### config.mk
export PLATFORM = sky130hd
export DESIGN_NAME = doc_uart_sender_flat
export DESIGN_NICKNAME = d
export VERILOG_FILES = /design/src/rtl/doc_uart_sender_if.sv /design/src/rtl/doc_uart_sender.sv /design/src/flat_wrapper.sv
export SDC_FILE = /design/constraint.sdc
export NUM_CORES = 1
export LEC_CHECK = 0
export BUFFER_PORTS_ARGS = -buffer_cell sky130_fd_sc_hd__buf_2
export CAP_MARGIN = 10
export CORE_MARGIN = 4
export CORE_UTILIZATION = 55
export CTS_BUF_LIST = sky130_fd_sc_hd__clkbuf_8
export CTS_CLUSTER_SIZE = 40
export DETAILED_ROUTE_END_ITERATION = 6
export HOLD_SLACK_MARGIN = 0.03
export PLACE_DENSITY = 0.82
export SYNTH_ARGS = -nofsm -noshare
export SYNTH_HDL_FRONTEND = slang
export SYNTH_SLANG_ARGS = --single-unit
export TNS_END_PERCENT = 30
### constraint.sdc
create_clock -name clk -period 2.1 [get_ports clk]
set_input_delay 0.105 -clock clk [delete_from_list [all_inputs] [get_ports clk]]
set_output_delay 0.105 -clock clk [all_outputs]
set_load 0.05 [all_outputs]
### src/rtl/doc_uart_sender_if.sv
// Document read port plus start/done/busy handshake between the text editor
// side and the UART document sender.
interface doc_uart_sender_if;
    logic       start;        // one-cycle request to send the document
    logic [7:0] read_data;    // document byte at read_addr (async read)
    logic       read_enable;  // sender owns the document read address
    logic [8:0] read_addr;    // {row[3:0], col[4:0]}
    logic       done;         // one-cycle pulse after the last frame
    logic       busy;         // transfer in progress

    // The sender drives the read address and status.
    modport master (
        input  start,
        input  read_data,
        output read_enable,
        output read_addr,
        output done,
        output busy
    );

    // The document owner / requester side.
    modport slave (
        output start,
        output read_data,
        input  read_enable,
        input  read_addr,
        input  done,
        input  busy
    );
endinterface

### src/rtl/doc_uart_sender.sv
// doc_uart_sender: walks the ROWS x COLS character document through the text
// editor read port and transmits it as 8N1 UART frames (LSB first), one byte
// per cell, with CR LF appended after every row. A done pulse (clear_data)
// follows a complete transfer when CLEAR_AFTER is set.
module doc_uart_sender #(
    parameter int BAUD_DIV    = 10416,  // clk cycles per UART bit
    parameter int ROWS        = 15,     // document rows sent
    parameter int COLS        = 20,     // document columns sent per row
    parameter bit CLEAR_AFTER = 1'b1    // pulse done after a full transfer
) (
    input  logic              clk,
    input  logic              rst,
    doc_uart_sender_if.master bus,
    output logic              tx
);

    localparam int                BAUD_W    = (BAUD_DIV > 1) ? $clog2(BAUD_DIV) : 1;
    localparam logic [BAUD_W-1:0] BAUD_LAST = BAUD_W'(BAUD_DIV - 1);
    localparam logic [4:0]        COL_CR    = 5'(COLS);
    localparam logic [4:0]        COL_LF    = 5'(COLS + 1);
    localparam logic [3:0]        ROW_LAST  = 4'(ROWS - 1);
    localparam logic [7:0]        CHAR_CR   = 8'h0D;
    localparam logic [7:0]        CHAR_LF   = 8'h0A;
    localparam logic [7:0]        CHAR_SP   = 8'h20;

    typedef enum logic [2:0] {
        IDLE,
        FETCH,
        START,
        DATA,
        STOP,
        DONE
    } state_e;

    state_e state_q, state_d;

    logic [BAUD_W-1:0] baud_q;      // cycle within the current bit
    logic [2:0]        bit_q;       // data bit index, wraps 7 -> 0
    logic [3:0]        row_q;       // document row being sent
    logic [4:0]        col_q;       // column; COLS and COLS+1 select CR and LF
    logic [7:0]        shift_q;     // frame data, LSB goes out first
    logic [8:0]        addr_q;      // read address, held between fetches
    logic              ren_q;       // read port ownership

    logic              bit_end;     // last cycle of the current UART bit
    logic              last_col;    // LF of the current row is being sent
    logic              last_row;    // current row is the final one
    logic [7:0]        fetch_byte;  // byte to load during FETCH

    assign bit_end  = (baud_q == BAUD_LAST);
    assign last_col = (col_q == COL_LF);
    assign last_row = (row_q == ROW_LAST);

    // Select the byte for the current cell: mapped document data or CR/LF.
    always_comb begin
        // NOTE: every always_comb output gets a default first so no path leaves it unassigned and infers a latch.
        fetch_byte = CHAR_LF;
        if (col_q < COL_CR) begin
            if (bus.read_data == 8'h00) begin
                fetch_byte = CHAR_SP;
            end else begin
                fetch_byte = {1'b0, bus.read_data[6:0]};
            end
        end else if (col_q == COL_CR) begin
            fetch_byte = CHAR_CR;
        end
    end

    // State register; reset wins over a coincident start.
    always_ff @(posedge clk) begin
        // NOTE: sequential state uses non-blocking assignments so every flop samples pre-edge values.
        if (rst) begin
            state_q <= IDLE;
        end else begin
            state_q <= state_d;
        end
    end

    // Next-state logic: one fetch cycle, then start, 8 data bits and stop.
    always_comb begin
        state_d = state_q;
        case (state_q)
            IDLE: begin
                if (bus.start) begin
                    state_d = FETCH;
                end
            end
            FETCH: begin
                state_d = START;
            end
            START: begin
                if (bit_end) begin
                    state_d = DATA;
                end
            end
            DATA: begin
                if (bit_end && (bit_q == 3'd7)) begin
                    state_d = STOP;
                end
            end
            STOP: begin
                if (bit_end) begin
                    if (!last_col || !last_row) begin
                        state_d = FETCH;
                    end else begin
                        state_d = DONE;
                    end
                end
            end
            DONE: begin
                state_d = IDLE;
            end
            default: begin
                state_d = IDLE;
            end
        endcase
    end

    // Datapath: baud/bit timing, row/column walk, shift register, read port.
    always_ff @(posedge clk) begin
        if (rst) begin
            baud_q  <= '0;
            bit_q   <= '0;
            row_q   <= '0;
            col_q   <= '0;
            shift_q <= '0;
            addr_q  <= '0;
            ren_q   <= 1'b0;
        end else begin
            case (state_q)
                IDLE: begin
                    if (bus.start) begin
                        row_q  <= '0;
                        col_q  <= '0;
                        addr_q <= '0;
                        ren_q  <= 1'b1;
                        baud_q <= '0;
                        bit_q  <= '0;
                    end
                end
                FETCH: begin
                    shift_q <= fetch_byte;
                    baud_q  <= '0;
                    bit_q   <= '0;
                end
                START: begin
                    baud_q <= bit_end ? '0 : baud_q + BAUD_W'(1);
                end
                DATA: begin
                    baud_q <= bit_end ? '0 : baud_q + BAUD_W'(1);
                    if (bit_end) begin
                        shift_q <= {1'b0, shift_q[7:1]};
                        bit_q   <= bit_q + 3'd1;
                    end
                end
                STOP: begin
                    baud_q <= bit_end ? '0 : baud_q + BAUD_W'(1);
                    if (bit_end) begin
                        if (!last_col) begin
                            col_q  <= col_q + 5'd1;
                            addr_q <= {row_q, col_q + 5'd1};
                        end else begin
                            col_q <= '0;
                            row_q <= row_q + 4'd1;
                            if (!last_row) begin
                                addr_q <= {row_q + 4'd1, 5'd0};
                            end else begin
                                // Release the read port as DONE is entered.
                                ren_q <= 1'b0;
                            end
                        end
                    end
                end
                DONE: begin
                    ren_q <= 1'b0;
                end
                default: begin
                    ren_q <= 1'b0;
                end
            endcase
        end
    end

    // Outputs decoded from the current state and datapath registers.
    always_comb begin
        tx              = 1'b1;
        bus.busy        = (state_q != IDLE);
        bus.done        = (state_q == DONE) && CLEAR_AFTER;
        bus.read_enable = ren_q;
        bus.read_addr   = addr_q;
        case (state_q)
            START:   tx = 1'b0;
            DATA:    tx = shift_q[0];
            default: tx = 1'b1;
        endcase
    end

endmodule

### src/flat_wrapper.sv
// flat-port wrapper written by rule: the top's interface ports become plain ports
module doc_uart_sender_flat 
#(
    parameter int BAUD_DIV    = 10416,                            
    parameter int ROWS        = 15,                          
    parameter int COLS        = 20,                                     
    parameter bit CLEAR_AFTER = 1'b1                                       
)
  (clk, rst, tx, bus_start, bus_read_data, bus_read_enable, bus_read_addr, bus_done, bus_busy);
  doc_uart_sender_if bus_i ();
  input  logic clk;
  input  logic rst;
  output logic tx;
  input wire logic [$bits(bus_i.start)-1:0] bus_start;
  input wire logic [$bits(bus_i.read_data)-1:0] bus_read_data;
  output wire logic [$bits(bus_i.read_enable)-1:0] bus_read_enable;
  output wire logic [$bits(bus_i.read_addr)-1:0] bus_read_addr;
  output wire logic [$bits(bus_i.done)-1:0] bus_done;
  output wire logic [$bits(bus_i.busy)-1:0] bus_busy;
  assign bus_i.start = bus_start;
  assign bus_i.read_data = bus_read_data;
  assign bus_read_enable = bus_i.read_enable;
  assign bus_read_addr = bus_i.read_addr;
  assign bus_done = bus_i.done;
  assign bus_busy = bus_i.busy;
  doc_uart_sender #(.BAUD_DIV(BAUD_DIV), .ROWS(ROWS), .COLS(COLS), .CLEAR_AFTER(CLEAR_AFTER)) u_core (.clk(clk), .rst(rst), .bus(bus_i), .tx(tx));
endmodule
# Word level (Yosys, flattened, before mapping)
# Index checks and enable logic that the tools add are counted.
# W data, S select, Z words.
word_totals:
  input_bits: 11
  memories: 0
  mem_bits_ro: 0
  latchBits: 0
  output_inout_bits: 13
  ramBits: 0
  elab_cells: 89
  register_bits: 47
op_classes:
  reduce_logical: 21
  bitwise_logic: 1
  mux: 36
  n_mul: 0
  n_eq_ne: 18
  add_sub_neg: 4
  shift: 0
  div: 0
  n_lt_le_gt_ge: 1
op_table:
  columns: ["operator", "n"]
  rows:
  - ["$pmux W14 S3", 1]
  - ["$mux W9", 4]
  - ["$mux W14", 2]
  - ["$mux W3", 8]
  - ["$pmux W9 S2", 1]
  - ["$mux W8", 2]
  - ["$pmux W8 S2", 1]
  - ["$mux W5", 3]
  - ["$pmux W3 S5", 1]
  - ["$add A14 B1 Y14 const B", 1]
  - ["$eq A14 B14 Y1 const B", 1]
  - ["$mux W4", 3]
  - ["$ne A2 B1 Y1 const B", 6]
  - ["$reduce_and A4 Y1", 3]
  - ["$eq A5 B5 Y1 const B", 2]
  - ["$pmux W5 S2", 1]
  - ["$eq A3 B3 Y1 const B", 3]
  - ["$pmux W3 S3", 1]
  - ["$reduce_bool A3 Y1", 3]
  - ["$logic_not A8 Y1", 1]
  - ["$pmux W4 S2", 1]
  - ["$mux W7", 1]
  - ["$eq A3 B2 Y1 const B", 2]
  - ["$reduce_and A3 Y1", 2]
  - ["other kinds (20)", 27]

# Depth between registers and ports, before layout
# Gate-level depths: netlist of the first run.
depth:
  ltp_word: 6
  depth_mapped: 8
  ltp_nobuf: 7

# Worst setup path before layout of the first run
# Ideal clock, no wire load.
synth_timing:
  path_type: "flip-flop to output port"
  from: "register u_core.state_q[2]"
  to: "output port bus_done"
  t_arrival_ps: 1839
  n_path_buf: 1
  required_ps: 1995
  path_stages_with_launch: 3
  slack_ps: 156
  path_cell_list: "dfxtp_1 clkbuf_1 nor3b_1"
synth_between:
  elab_chain_len: 1
synth_rtl:
  columns: ["item", "line", "rtl"]
  rows:
  - ["start, declared", "doc_uart_sender.sv:35", "state_e state_q, state_d;"]
  - ["start signal, assigned", "doc_uart_sender.sv:75", "state_q <= state_d;"]
  - ["$eq A3 B3 Y1", "doc_uart_sender.sv:188", "bus.done = (state_q == DONE) && CLEAR_AFTER;"]
  - ["end, declared", "flat_wrapper.sv:18", "output wire logic [$bits(bus_i.done)-1:0] bus_done;"]
# No other way between the ends.

# Final worst setup path of the first run
layout_timing:
  from: "register u_core.baud_q[0]"
  to: "register u_core.addr_q[8], in the netlist u_core.bus.read_addr[8]"
layout_between:
  elab_chain_len: 3
layout_rtl:
  columns: ["item", "line", "rtl"]
  rows:
  - ["start, declared", "doc_uart_sender.sv:37", "logic [BAUD_W-1:0] baud_q;"]
  - ["start signal, assigned", "doc_uart_sender.sv:147", "baud_q <= bit_end ? '0 : baud_q + BAUD_W'(1);"]
  - ["start signal, assigned", "doc_uart_sender.sv:150", "baud_q <= bit_end ? '0 : baud_q + BAUD_W'(1);"]
  - ["start signal, assigned", "doc_uart_sender.sv:157", "baud_q <= bit_end ? '0 : baud_q + BAUD_W'(1);"]
  - ["$eq A14 B14 Y1", "doc_uart_sender.sv:50", "assign bit_end = (baud_q == BAUD_LAST);"]
  - ["$ne A2 B1 Y1 (no source line)", null, null]
  - ["$reduce_and A4 Y1 (no source line)", null, null]
  - ["end signal, assigned", "doc_uart_sender.sv:161", "addr_q <= {row_q, col_q + 5'd1};"]
  - ["end signal, assigned", "doc_uart_sender.sv:166", "addr_q <= {row_q + 4'd1, 5'd0};"]
  - ["end, declared", "doc_uart_sender.sv:42", "logic [8:0] addr_q;"]
# No other way between the ends.
# A chain may end at the register's enable or synchronous reset.

==> results by stage, run 1 <==
Outcome:
- The flow ran to the end, and the final reports show no timing, DRC or antenna violations.

Finish:
- In the final layout, the share of cells above drive strength 1 is 0.159.
- The number of nets in the finished design is around 340.
- The layout filler cell count is between 300 and 400.
- The register area is ~920 um2.
- Summing all non-filler instances in the final layout gives an area of around 0.0027 mm2.
- The area occupied by multi-input gates is ~0.0014 mm2.
- The area growth from synthesis to layout is 10.4%.
- The number of diodes is 0.
- The utilization of the core after routing is 0.625.

Logic synthesis:
- The post-synthesis net count is about 320.
- The average instance in the mapped netlist occupies 8.24 um2.
- The proportion of synthesized chip area in sequential cells is 0.376.
- The summed instance area of the synthesized netlist is ~0.0024 mm2.
- Counting flops with an async set or reset pin after synthesis yields a share of 0.
- The count of state elements after synthesis is 46.
- The number of warnings issued by yosys is 0.
- Synthesis handed over a netlist of around 300 instances.
- Counting flops with a built-in enable in the synthesized netlist gives 0.
- The unique cell type count in the Yosys netlist is 50.
- The predominant post-synthesis flop cell is sky130_fd_sc_hd__dfxtp_1.

Worst setup path:
- The kind of capture point of the worst setup path is a flip-flop.
- In this run the register-to-register setup slack is slightly above 200 ps.
- Counting cells, the worst reg-to-reg path comes to 6.
- The kind of critical path is flip-flop to flip-flop.
- In this run the worst path has a maximum fanout of 11.
- In this run the critical register-to-register path is captured at u_core.bus.read_addr[8].
- The data required time at the worst endpoint is approximately 2300 ps.
- The worst register-to-register path begins at u_core.baud_q[0].
- The critical path arrival is 2130 ps.
- The worst setup path is launched from a flip-flop.

Pwr:
- Of the total power, the share spent switching nets is 0.277.
- The sum of internal, switching and leakage power is around 0.0017 W.
- Of the total power, combinational logic draws 0.119.
- Of the total power, the clock network draws 0.336.
- The design internal power is 0.00122 W.
- The static leakage is between 0.9 and 1 nW.
- The sequential power share is 0.546.
- Dividing total power by cell area gives a power density of between 600 and 700 mW/mm2.
- IR analysis of the VDD net gives a maximum drop of approximately 0.41 mV.
- The analysis attributes to net switching a power of ~0.00047 W.

Clock tree:
- In this run the clock root is driven by a sky130_fd_sc_hd__clkbuf_8.
- The number of buffers on the longest clock path is 2.
- The count of hold buffers inserted by post-cts repair is 0.
- The number of gates resized after cts is 0.
- Clock latency on the worst-skew pair, taken at its later pin, is 300 ps.
- After clock tree synthesis, the setup repair step added 0 buffers.
- The CTS tree is done.
- The number of clock buffers inserted by TritonCTS is 5.
- The clock slew seen by the registers of the worst setup and hold paths is roughly 80 ps.
- CTS built an H-tree with a depth of 2.
- Counting every sink on the clock net gives 46.

Timing:
- The post-route clock period utilization is 0.903.
- For the pin with the worst max-slew slack, the measured transition is roughly 500 ps.
- Setup violations remaining at the end of the flow were counted as 0.
- The number of failing hold endpoints at the final stage is 0.
- The number of pins exceeding their max-slew limit in the final report is 0.
- The maximum clock frequency is ~530 MHz.
- The final worst clock skew is about 5.8 ps.
- Setup repair after global routing left no endpoint under its margin.
- Headroom to the max-slew limit came out at 0.664.
- The minimum period implied by the final worst setup slack is ~1900 ps.
- Setup total negative slack on the finished layout was measured at 0 ps.

Place:
- The final weighted congestion of routability-driven global placement is around 0.92.
- Summing all placed instances gives a cell area of 0.00261 mm2.
- The post-detailed-placement half-perimeter wirelength is 3990 um.
- Input and output buffers added on the ports amount to 23.

Global routing:
- The final global-route overflow total is 0.
- For this run, the total global-route usage over all layers was measured as 0.214.
- The number of antenna violations at the first check in global routing is 0.
- The maximum number of pins on one net before global-route repair is 39.
- The via count of the first global-routing pass is 2135.
- The global-route wire length before repair is just over 9000 um.

Route:
- After detailed routing, the number of remaining DRC violations is 0.
- The pre-antenna-repair detailed-routing pass consisted of 5 iterations.
- The first routing iteration left roughly 160 violations.
- The count of nets left with antenna violations once routing finished came out at 0.
- The final wirelength is 5520 um.
- The average routed wire per standard cell is around 15 um.
- In the routed layout, each cell is associated on average with a via count of about 6.0.
- The count of vias placed by the detailed router is 2229.

Flow run:
- The max-capacitance violation count is 0.

Hold path:
- The worst hold path passes through 3 cells.
- The end of the worst hold path is u_core.shift_q[6].
- The beginning of the worst hold path is bus_read_data[6].
- In this run the worst hold path is classified as primary input to flip-flop.

Die:
- 24 I/O pins were placed.
- The count of standard-cell rows is 24.
- The placeable core region is 0.00432 mm2.
- The initial utilization of the core area, before any placement, comes to 0.566.
- The floorplan step set the die height to between 70 and 80 um.
- The floorplan step defined a die boundary enclosing 0.00558 mm2.
- The chip width is approximately 75 um.
==> state kept, by name, summed over array words and instances, names as in the netlist <==
signal                  flops
u_core.baud_q              14
u_core.bus.read_addr        9
u_core.bit_q                3
u_core.state_q              3
u_core.bus.read_enable      1
u_core.row_q                4
u_core.col_q                5
u_core.shift_q              7
==> power by group through the flow <==
stage | logic (W) | clock network, W | registers [W]
floorplan | 0.000147 | 0 | 0.000933
global placement | 0.000193 | 0 | 0.000936
detailed placement | 0.000199 | 0 | 0.000937
CTS | 0.000199 | 0.000580 | 0.000917
global route | 0.000219 | 0.000620 | 0.000921
finish | 0.000200 | 0.000565 | 0.000919
==> synthesized netlist by cell type, drive strengths merged, types with 3 or more instances <==
| cell | count | area, um2 |
|---|---|---|
| a211oi | 3 | 22.5 |
| a21oi | 23 | 126 |
| a221oi | 3 | 26.3 |
| a22oi | 6 | 45.0 |
| a311oi | 3 | 26.3 |
| a31oi | 9 | 56.3 |
| and3 | 3 | 18.8 |
| and4 | 5 | 48.8 |
| buf | 5 | 27.5 |
| clkbuf | 8 | 30.0 |
| dfxtp | 46 | 921 |
| ha | 8 | 100 |
| inv | 7 | 26.3 |
| mux2i | 3 | 30.0 |
| nand2 | 29 | 109 |
| nand3 | 27 | 148 |
| nand3b | 6 | 45.0 |
| nand4 | 3 | 33.8 |
| nor2 | 41 | 161 |
| nor3 | 11 | 76.3 |
| o21ai | 8 | 43.8 |
| or3 | 5 | 31.3 |
| xnor2 | 11 | 96.3 |
==> critical path: stages (launching register included) <==
cell and delay [ps]:
sky130_fd_sc_hd__dfxtp_1 420, sky130_fd_sc_hd__ha_1 230, sky130_fd_sc_hd__and4_4 270, sky130_fd_sc_hd__and4_4 350, sky130_fd_sc_hd__nand3_4 80, sky130_fd_sc_hd__or3_1 340
sky130_fd_sc_hd__a21oi_1 140
==> cell type report <==
| type | instances | area share |
|---|---|---|
| Clock buffer | 6 | 0.0305 |
| Timing Repair Buffer | 28 | 0.0565 |
| Multi-Input combinational cell | 231 | 0.534 |
| Sequential cell | 46 | 0.341 |
| Inverter | 7 | 0.00972 |
| Tap cell | 52 | 0.0241 |
| Clock inverter | 2 | 0.00463 |
==> per-layer routing <==
metal | track usage | wire length, um | vias up
li1 | - | - | 1122
met3 | 0.0561 | 164 | 10
met5 | 0 | 0 | -
met1 | 0.254 | 2450 | 1063
met2 | 0.372 | 2800 | 34
met4 | 0.0810 | 108 | 0
==> per-stage QoR <==
stage               hold WS [ps]  std cells  setup slack [ps]
floorplan                    257        297               156
global placement             380        364               274
detailed placement           388        364               226
CTS                         64.9        372               208
global route                78.6        372              27.3
finish                      67.8        372               203
==> worst max-delay path by stage <==
| stage | from | end | slack (ps) | cells after the start |
|---|---|---|---|---|
| after global placement | u_core.col_q[0] | u_core.bus.read_addr[2] | 270 | 7 |
| after global routing | u_core.col_q[0] | u_core.bus.read_addr[0] | 30 | 7 |
| after CTS | u_core.col_q[0] | u_core.bus.read_addr[2] | 210 | 7 |
| after detailed placement | u_core.col_q[0] | u_core.bus.read_addr[7] | 230 | 7 |
| after floorplan | u_core.state_q[2] | bus_done | 160 | 2 |
| final | u_core.baud_q[0] | u_core.bus.read_addr[8] | 200 | 6 |
==> cells in the final DEF, fill, tap and decap left out, drive strengths merged, types with 5 or more instances in the layout <==
master  Yosys  routed
a31oi       9       9
dfxtp      46      46
nand3      27      27
and4        5       5
inv         7       7
xnor2      11      11
buf         5      28
o21ai       8       8
or3         5       5
nand3b      6       6
nor2       41      41
nand2      29      29
clkbuf      8       6
a22oi       6       6
nor3       11      11
ha          8       8
a21oi      23      23
==> cells by family (layout without fill, tap and decap cells) <==
group           Yosys count  count (layout)  synth area share
compound gates           61              61             0.163
xor+xnor                 11              11            0.0393
fa+ha+maj                 8               8            0.0409
buf+inv                  20              43            0.0342
flops                    46              46             0.376
mux                       4               4            0.0169
simple gates            147             147             0.330
No activity file was read; power rests on OpenSTA's default activity.
==> inputs of run 2 (changes only) <==
--- a/config.mk
+++ b/config.mk
@@ -7,7 +7,7 @@
 export LEC_CHECK = 0
 export BUFFER_PORTS_ARGS = -buffer_cell sky130_fd_sc_hd__buf_2
 export CAP_MARGIN = 10
-export CORE_MARGIN = 4
+export CORE_MARGIN = 2
 export CORE_UTILIZATION = 55
 export CTS_BUF_LIST = sky130_fd_sc_hd__clkbuf_8
 export CTS_CLUSTER_SIZE = 40
==> run 2 against run 1 <==
Against the previous run:
- core utilization is 0.98 points higher
- via count hardly changed
- final cell count stayed put
- clock-buffer cell count is 1 lower
- sequential share of layout area is 0.53 points lower
- critical path depth is 1 higher
- hold slack worse by 4.0 ps
- sequential power hardly changed
- flip-flop and latch count stayed put
- first-iteration DRC count is 52% higher
- critical endpoint is now u_core.bus.read_addr[1]
==> results by stage, run 2 (synthesized netlist as in run 1, its figures left out) <==
Place:
- The final weighted congestion of routability-driven global placement is 0.847 (-8.1%).
- The count of input and output buffers came to 23 (unchanged).
- The post-detailed-placement half-perimeter wirelength was 3830 um (-4.0%).

Die:
- The count of standard-cell rows is 24 (unchanged).
- The vertical extent of the die was 70.7 um (-5.4%).
- The effective utilization at floorplan is 0.566 (unchanged).
- The chip width is 70.7 um (-5.4%).
- The placeable core region was 0.00432 mm2 (unchanged).
- The die footprint is 0.00500 mm2 (-10%).
- The boundary pin count is 24 (unchanged).

Finish:
- The most common library cell in the layout ignoring fill and taps is sky130_fd_sc_hd__dfxtp_1.
- The number of flip-flops in the largest register is 14 (unchanged).
- The utilization of the core after routing is 0.635 (+0.00984).
- In the layout the commonest cells are sky130_fd_sc_hd__dfxtp_1, sky130_fd_sc_hd__nor2_1, sky130_fd_sc_hd__nand2_1.
- The register area is 921 um2 (unchanged).
- The layout filler cell count is 394 (+1.3%).
- The area growth from synthesis to layout is 12.2%.
- The area occupied by multi-input gates is 0.00144 mm2 (unchanged).
- u_core.baud_q holds more flip-flops than any other register.
- The number of nets in the finished design came to 338 (unchanged).
- The fraction of final layout cells sized beyond drive strength 1 is 0.159 (unchanged).
- The number of diodes is 0 (unchanged).

Global routing:
- The all-layer global routing usage is 0.233 (+0.0187).
- The layer flagged by global routing as most heavily used is met2.
- The number of antenna violations at the first check in global routing was 0 (unchanged).
- The fraction of met3 tracks used by global routing is 0.0356 (-0.0205).
- The met2 track utilization from global routing is 0.378 (+0.00628).
- The final global-route overflow total is 0 (unchanged).
- The maximum number of pins on one net before global-route repair is 39 (unchanged).
- The global-route wire length before repair is 9490 um (+1.7%).
- The met1 layer usage reported by global route is 0.315 (+0.0617).
- The via count of the first global-routing pass is 2085 (-2.3%).

Timing:
- Setup repair after global routing left no endpoint under its margin.
- The post-route worst hold slack was 63.8 ps (-4.05 ps).
- The minimum period implied by the final worst setup slack is 1940 ps (+42.6 ps).
- The maximum clock frequency is 516 MHz (-2.2%).
- The total setup violations reported at the end of the flow was 0 (unchanged).
- The number of failing hold endpoints at the final stage is 0 (unchanged).
- The setup TNS is 0 ps (unchanged).
- The number of pins exceeding their max-slew limit in the final report is 0 (unchanged).
- The slew at the pin closest to its max-slew limit was 510 ps (+6.22 ps).
- The final worst clock skew is 7.52 ps (+1.70 ps).
- The post-route clock period utilization is 0.924 (+0.0203).
- The relative slew slack was 0.660 (-0.00415).

Worst setup path:
- The launching point of the worst reg2reg path is u_core.col_q[0].
- The count of buffering cells on the critical path with inverters included was 1 (+1).
- The worst-case register-to-register setup slack is 160 ps (-40 ps).
- The instance count on the critical path is 7 (+1).
- STA classifies the critical path endpoint as a flip-flop.
- The biggest cell delay along the critical path is 440 ps (+20 ps).
- The kind of critical path is flip-flop to flip-flop.
- The data required time at the worst endpoint is 2330 ps (about the same).
- The signal on the critical path passes through ha_1 -> nand4b_2 -> or2_2 -> nand3_4 -> buf_4 -> nand3_1 -> a21oi_1.
- The cell class contributing the biggest share of worst-path delay is simple AND/OR/NAND/NOR gates.
- The worst reg-to-reg path cell count is 7 (+1).
- The startpoint type of the worst setup path is a flip-flop.
- The worst-path maximum fanout is 9 (-2).
- The reg-to-reg critical path endpoint is u_core.bus.read_addr[1].
- The critical path arrival came to 2170 ps (+40 ps).
- Among all stages on the critical path, the largest delay is contributed by sky130_fd_sc_hd__dfxtp_1.

Clock tree:
- The tree is rooted in a sky130_fd_sc_hd__clkbuf_8.
- The CTS sink count is 46 (unchanged).
- The number of buffers inserted by post-CTS setup repair is 0 (unchanged).
- The clock slew seen by the registers of the worst setup and hold paths is 90 ps (about the same).
- The H-tree depth is 2 (unchanged).
- The worst-skew pair later-pin latency was 300 ps (about the same).
- The number of buffers on the longest clock path is 2 (unchanged).
- The count of hold buffers inserted by post-cts repair is 0 (unchanged).
- The number of gates resized after cts is 0 (unchanged).
- TritonCTS built the clock tree.
- The number of clock buffers inserted by TritonCTS was 5 (unchanged).

Hold path:
- The worst hold path begins at bus_read_data[6].
- The hold-critical path depth is 3 (unchanged).
- The worst min-delay path class is primary input to flip-flop.
- The end of the worst hold path is u_core.shift_q[6].

Pwr:
- The largest vdd supply drop is 0.491 mV (+19%).
- The power density over the cells came to 692 mW/mm2 (+11%).
- The static leakage came to 0.971 nW (+2.1%).

Route:
- The number of remaining DRC errors is 0 (unchanged).
- The number of iterations in the first detailed-routing pass is 4 (-1).
- The routed via count divided by cell count was 5.99 (about the same).
- The final wirelength is 5520 um (unchanged).
- The average routed wire per standard cell came to 14.8 um (unchanged).
- The number of DRC violations after detailed-routing iteration 0 is 236 (+52%).
- The count of vias placed by the detailed router came to 2227 (-0.090%).
- The antenna violation net count after detailed routing is 0 (unchanged).

Outcome:
- The flow ran to the end, and the final reports show no timing, DRC or antenna violations.

Flow run:
- The max-capacitance violation count is 0 (unchanged).
[run 2: cell types whose count changed in the layout (fill, tap and decap cells not counted), sizes merged]
cell	delta
bufinv	+2
clkbuf	-1
clkinvlp	-1
[run 2: per-stage QoR]
step           setup WS, ps  instance area [um2]  power [W]  std cells
2_1_floorplan           156                 2450    0.00108        297
3_3_place_gp            265                 2610    0.00113        364
3_5_place_dp            190                 2610    0.00114        364
4_1_cts                 182                 2750    0.00191        372
5_1_grt                32.5                 2750    0.00197        372
6_report                160                 2750    0.00190        372
[run 2: layout make-up]
cell class / count / area share
multi-input cells: 231 / 0.526
flip-flops and latches: 46 / 0.335
repair buffers: 28 / 0.0556
clock buffers: 5 / 0.0251
clock inverters: 3 / 0.0251
well taps: 52 / 0.0237
inverters: 7 / 0.00957
[run 2: where the power goes]
group          internal [W]  switching (W)
Combinational     0.0000609       0.000139
Clock              0.000477       0.000305
Sequential         0.000893      0.0000267
[run 2: worst max path at each step]
stage                              end         startpoint  slack, ps
2_1_floorplan                 bus_done  u_core.state_q[2]        160
3_3_place_gp   u_core.bus.read_addr[2]    u_core.col_q[0]        260
3_5_place_dp          u_core.baud_q[8]   u_core.baud_q[0]        190
4_1_cts               u_core.baud_q[8]   u_core.baud_q[0]        180
5_1_grt              u_core.state_q[2]   u_core.baud_q[0]         30
6_report       u_core.bus.read_addr[1]    u_core.col_q[0]        160
[run 2: per-layer routing]
metal  routed length, um  share of wire
met1                2510           0.45
met2                2700           0.49
met3                 191          0.035
met4                 123          0.022
met5                   0              0
[run 2: worst min-delay path, cell delays in order]
cell	delay (ps)
sky130_fd_sc_hd__buf_2	100
sky130_fd_sc_hd__nand3_1	50
sky130_fd_sc_hd__a21oi_1	60
==> inputs of run 3 (changes only) <==
--- a/config.mk
+++ b/config.mk
@@ -8,12 +8,12 @@
 export BUFFER_PORTS_ARGS = -buffer_cell sky130_fd_sc_hd__buf_2
 export CAP_MARGIN = 10
 export CORE_MARGIN = 2
-export CORE_UTILIZATION = 55
+export CORE_UTILIZATION = 50
 export CTS_BUF_LIST = sky130_fd_sc_hd__clkbuf_8
 export CTS_CLUSTER_SIZE = 40
 export DETAILED_ROUTE_END_ITERATION = 6
 export HOLD_SLACK_MARGIN = 0.03
-export PLACE_DENSITY = 0.82
+export PLACE_DENSITY = 0.76
 export SYNTH_ARGS = -nofsm -noshare
 export SYNTH_HDL_FRONTEND = slang
 export SYNTH_SLANG_ARGS = --single-unit
==> run 3 against run 2 <==
Against the previous run:
- first-iteration DRC count down 42%
- combinational power down 5%
- final area down 1.5%
- critical path type unchanged
==> results by stage, run 3 (synthesized netlist as in run 1, its figures left out) <==
Outcome:
- The run finished with clean final reports.

Route:
- The number of iterations in the first detailed-routing pass is 5 (+1).
- The met3 routed wirelength is 159 um (-17%).
- The routed via count divided by cell count is 5.65 (-5.7%).
- The average routed wire per standard cell came to 13.8 um (-6.7%).
- The final wirelength was 5340 um (-3.2%).
- The count of vias placed by the detailed router is 2180 (-2.1%).
- The antenna violation net count after detailed routing is 0 (unchanged).
- The number of remaining DRC errors came to 0 (unchanged).
- The met2 wire length is 2450 um (-9.1%).
- The met1 wire length is 2590 um (+3.1%).
- The highest metal layer carrying signal wires in the routed design is met4.
- The number of DRC violations after detailed-routing iteration 0 came to 137 (-42%).

Timing:
- Setup repair after global routing left no endpoint under its margin.
- The maximum clock frequency is 519 MHz (+0.67%).
- The slew at the pin closest to its max-slew limit was 557 ps (+47.7 ps).
- The number of pins exceeding their max-slew limit in the final report is 0 (unchanged).
- The number of failing hold endpoints at the final stage is 0 (unchanged).
- The total setup violations reported at the end of the flow is 0 (unchanged).
- The setup TNS is 0 ps (unchanged).
- The post-route clock period utilization came to 0.917 (-0.00613).
- The minimum period implied by the final worst setup slack is 1930 ps (-12.9 ps).
- The final worst clock skew came to 3.66 ps (-3.86 ps).
- The relative slew slack is 0.628 (-0.0318).

Worst setup path:
- The critical path arrival is 2160 ps (about the same).
- The worst-case register-to-register setup slack is 170 ps (about the same).
- The reg-to-reg critical path endpoint is u_core.bus.read_addr[8].
- The launching point of the worst reg2reg path is u_core.baud_q[0].
- The largest individual stage delay along the critical path comes from the cell sky130_fd_sc_hd__dfxtp_1.
- The worst-path maximum fanout is 11 (+2).
- The critical path in this run is classified as flip-flop to flip-flop.
- The worst reg-to-reg path cell count is 6 (-1).
- The biggest cell delay along the critical path is 420 ps (-20 ps).
- STA classifies the critical path endpoint as a flip-flop.
- The cell occurring most often along the worst timing path is sky130_fd_sc_hd__and4_4.
- The signal on the critical path passes through ha_1 -> and4_4 -> and4_4 -> nand3_4 -> or3_1 -> a21oi_1.
- The data required time at the worst endpoint is 2330 ps (about the same).
- The startpoint type of the worst setup path is a flip-flop.

Finish:
- The area added between synthesis and finish is 10.4%.
- The most common library cell in the layout ignoring fill and taps is sky130_fd_sc_hd__dfxtp_1.
- The register ranked first by flip-flop count is u_core.baud_q.
- The area of all placed cells without fillers came to 0.00270 mm2 (-1.5%).
- The post-route non-filler standard cell count is 386 (+3.8%).
- The number of flip-flops in the largest register was 14 (unchanged).
- The number of nets in the finished design came to 338 (unchanged).
- The top cell types in the final layout, fill and taps aside, are sky130_fd_sc_hd__dfxtp_1, sky130_fd_sc_hd__nor2_1, sky130_fd_sc_hd__nand2_1.
- The layout filler cell count is 460 (+17%).
- The number of diodes came to 0 (unchanged).
- The fraction of final layout cells sized beyond drive strength 1 came to 0.150 (-0.00890).

Global routing:
- The maximum number of pins on one net before global-route repair is 22 (-44%).
- The number of antenna violations at the first check in global routing is 0 (unchanged).
- The via count of the first global-routing pass is 1986 (-4.7%).
- The all-layer global routing usage is 0.210 (-0.0228).
- The global-route wire length before repair is 8980 um (-5.5%).
- The final global-route overflow total came to 0 (unchanged).

Pwr:
- The largest vdd supply drop is 0.265 mV (-46%).
- The static leakage is 0.950 nW (-2.2%).
- The power density over the cells is 595 mW/mm2 (-14%).
- The sum of internal, switching and leakage power is 0.00161 W (-15%).

Clock tree:
- TritonCTS built the clock tree.
- The number of clock buffers inserted by TritonCTS was 5 (unchanged).
- The H-tree depth is 2 (unchanged).
- The number of buffers inserted by post-CTS setup repair is 0 (unchanged).
- The count of hold buffers inserted by post-cts repair is 0 (unchanged).
- The number of buffers on the longest clock path is 2 (unchanged).
- The worst-skew pair later-pin latency was 290 ps (about the same).
- The clock slew seen by the registers of the worst setup and hold paths is 80 ps (about the same).
- The number of gates resized after cts is 0 (unchanged).
- The root buffer selected by CTS is sky130_fd_sc_hd__clkbuf_8.
- The CTS sink count was 46 (unchanged).

Die:
- The placeable core region is 0.00472 mm2 (+9.2%).
- The die footprint is 0.00547 mm2 (+9.4%).
- The count of standard-cell rows was 25 (+4.2%).
- The chip width is 74.0 um (+4.6%).
- The boundary pin count is 24 (unchanged).
- The effective utilization at floorplan is 0.518 (-0.0479).
- The vertical extent of the die is 74.0 um (+4.6%).

Hold path:
- The worst min-delay path class is primary input to flip-flop.
- The hold-critical path depth is 3 (unchanged).
- The worst hold path terminates at u_core.shift_q[6].
- In this run the most critical hold path is launched from bus_read_data[6].

Place:
- The count of input and output buffers was 23 (unchanged).
- The post-detailed-placement half-perimeter wirelength is 3870 um (+1.2%).
- The final weighted congestion of routability-driven global placement is 0.833 (-1.5%).
- The cell area after placement is 0.00263 mm2 (+0.72%).
- The number of instances in the placed design is 379 (+4.1%).

Flow run:
- The max-capacitance violation count is 0 (unchanged).
[run 3: cell types whose count changed in the layout (fill, tap and decap cells not counted)]
cell	previous run	this run
sky130_fd_sc_hd__bufinv_16	2	0
sky130_fd_sc_hd__clkinv_4	1	0
sky130_fd_sc_hd__inv_1	7	9
[run 3: worst max path at each step]
stage | from | end | slack, ps | cells past startpoint
after CTS | u_core.baud_q[0] | u_core.bus.read_addr[8] | 190 | 6
after detailed placement | u_core.baud_q[0] | u_core.bus.read_addr[8] | 210 | 6
final | u_core.baud_q[0] | u_core.bus.read_addr[8] | 170 | 6
after global placement | u_core.baud_q[0] | u_core.bus.read_addr[8] | 270 | 6
after global routing | u_core.state_q[1] | u_core.shift_q[2] | 10 | 4
after floorplan | u_core.state_q[2] | bus_done | 160 | 2
[run 3: layer usage]
layer  track usage  vias to the layer above
met2         0.329                       34
met4        0.0889                        0
met5             0                        -
met3        0.0434                       16
met1         0.282                     1010
li1              -                     1120
[run 3: per-stage QoR]
| stage | hold WS, ps | setup slack (ps) | util |
|---|---|---|---|
| floorplan | 257 | 156 | - |
| global placement | 376 | 267 | 0.556 |
| detailed placement | 377 | 205 | 0.556 |
| CTS | 55.2 | 185 | 0.572 |
| global route | 62.6 | 14.9 | 0.572 |
| finish | 64.5 | 173 | 0.572 |
[run 3: worst max-delay path: cells and delay by family, from the launching register on]
| kind | cells | cell delay [ps] |
|---|---|---|
| AOI/OAI and AO/OA | 1 | 140 |
| and+or+nand+nor | 4 | 1070 |
| DFF | 1 | 420 |
| adders and majority gates | 1 | 240 |
[run 3: cell type report]
| cell class | count | area (um2) | area share |
|---|---|---|---|
| clock inverters | 2 | 7.51 | 0.00278 |
| repair buffers | 28 | 153 | 0.0565 |
| clock buffers | 5 | 68.8 | 0.0255 |
| multi-input cells | 231 | 1440 | 0.534 |
| inverters | 7 | 26.3 | 0.00972 |
| flip-flops and latches | 46 | 921 | 0.341 |
| well taps | 67 | 83.8 | 0.0310 |
[run 3: power breakdown]
part           switching, W  internal [W]  total [W]
clock network      0.000280      0.000220   0.000499
logic              0.000132     0.0000575   0.000189
registers         0.0000281      0.000893   0.000921
total              0.000439       0.00117    0.00161
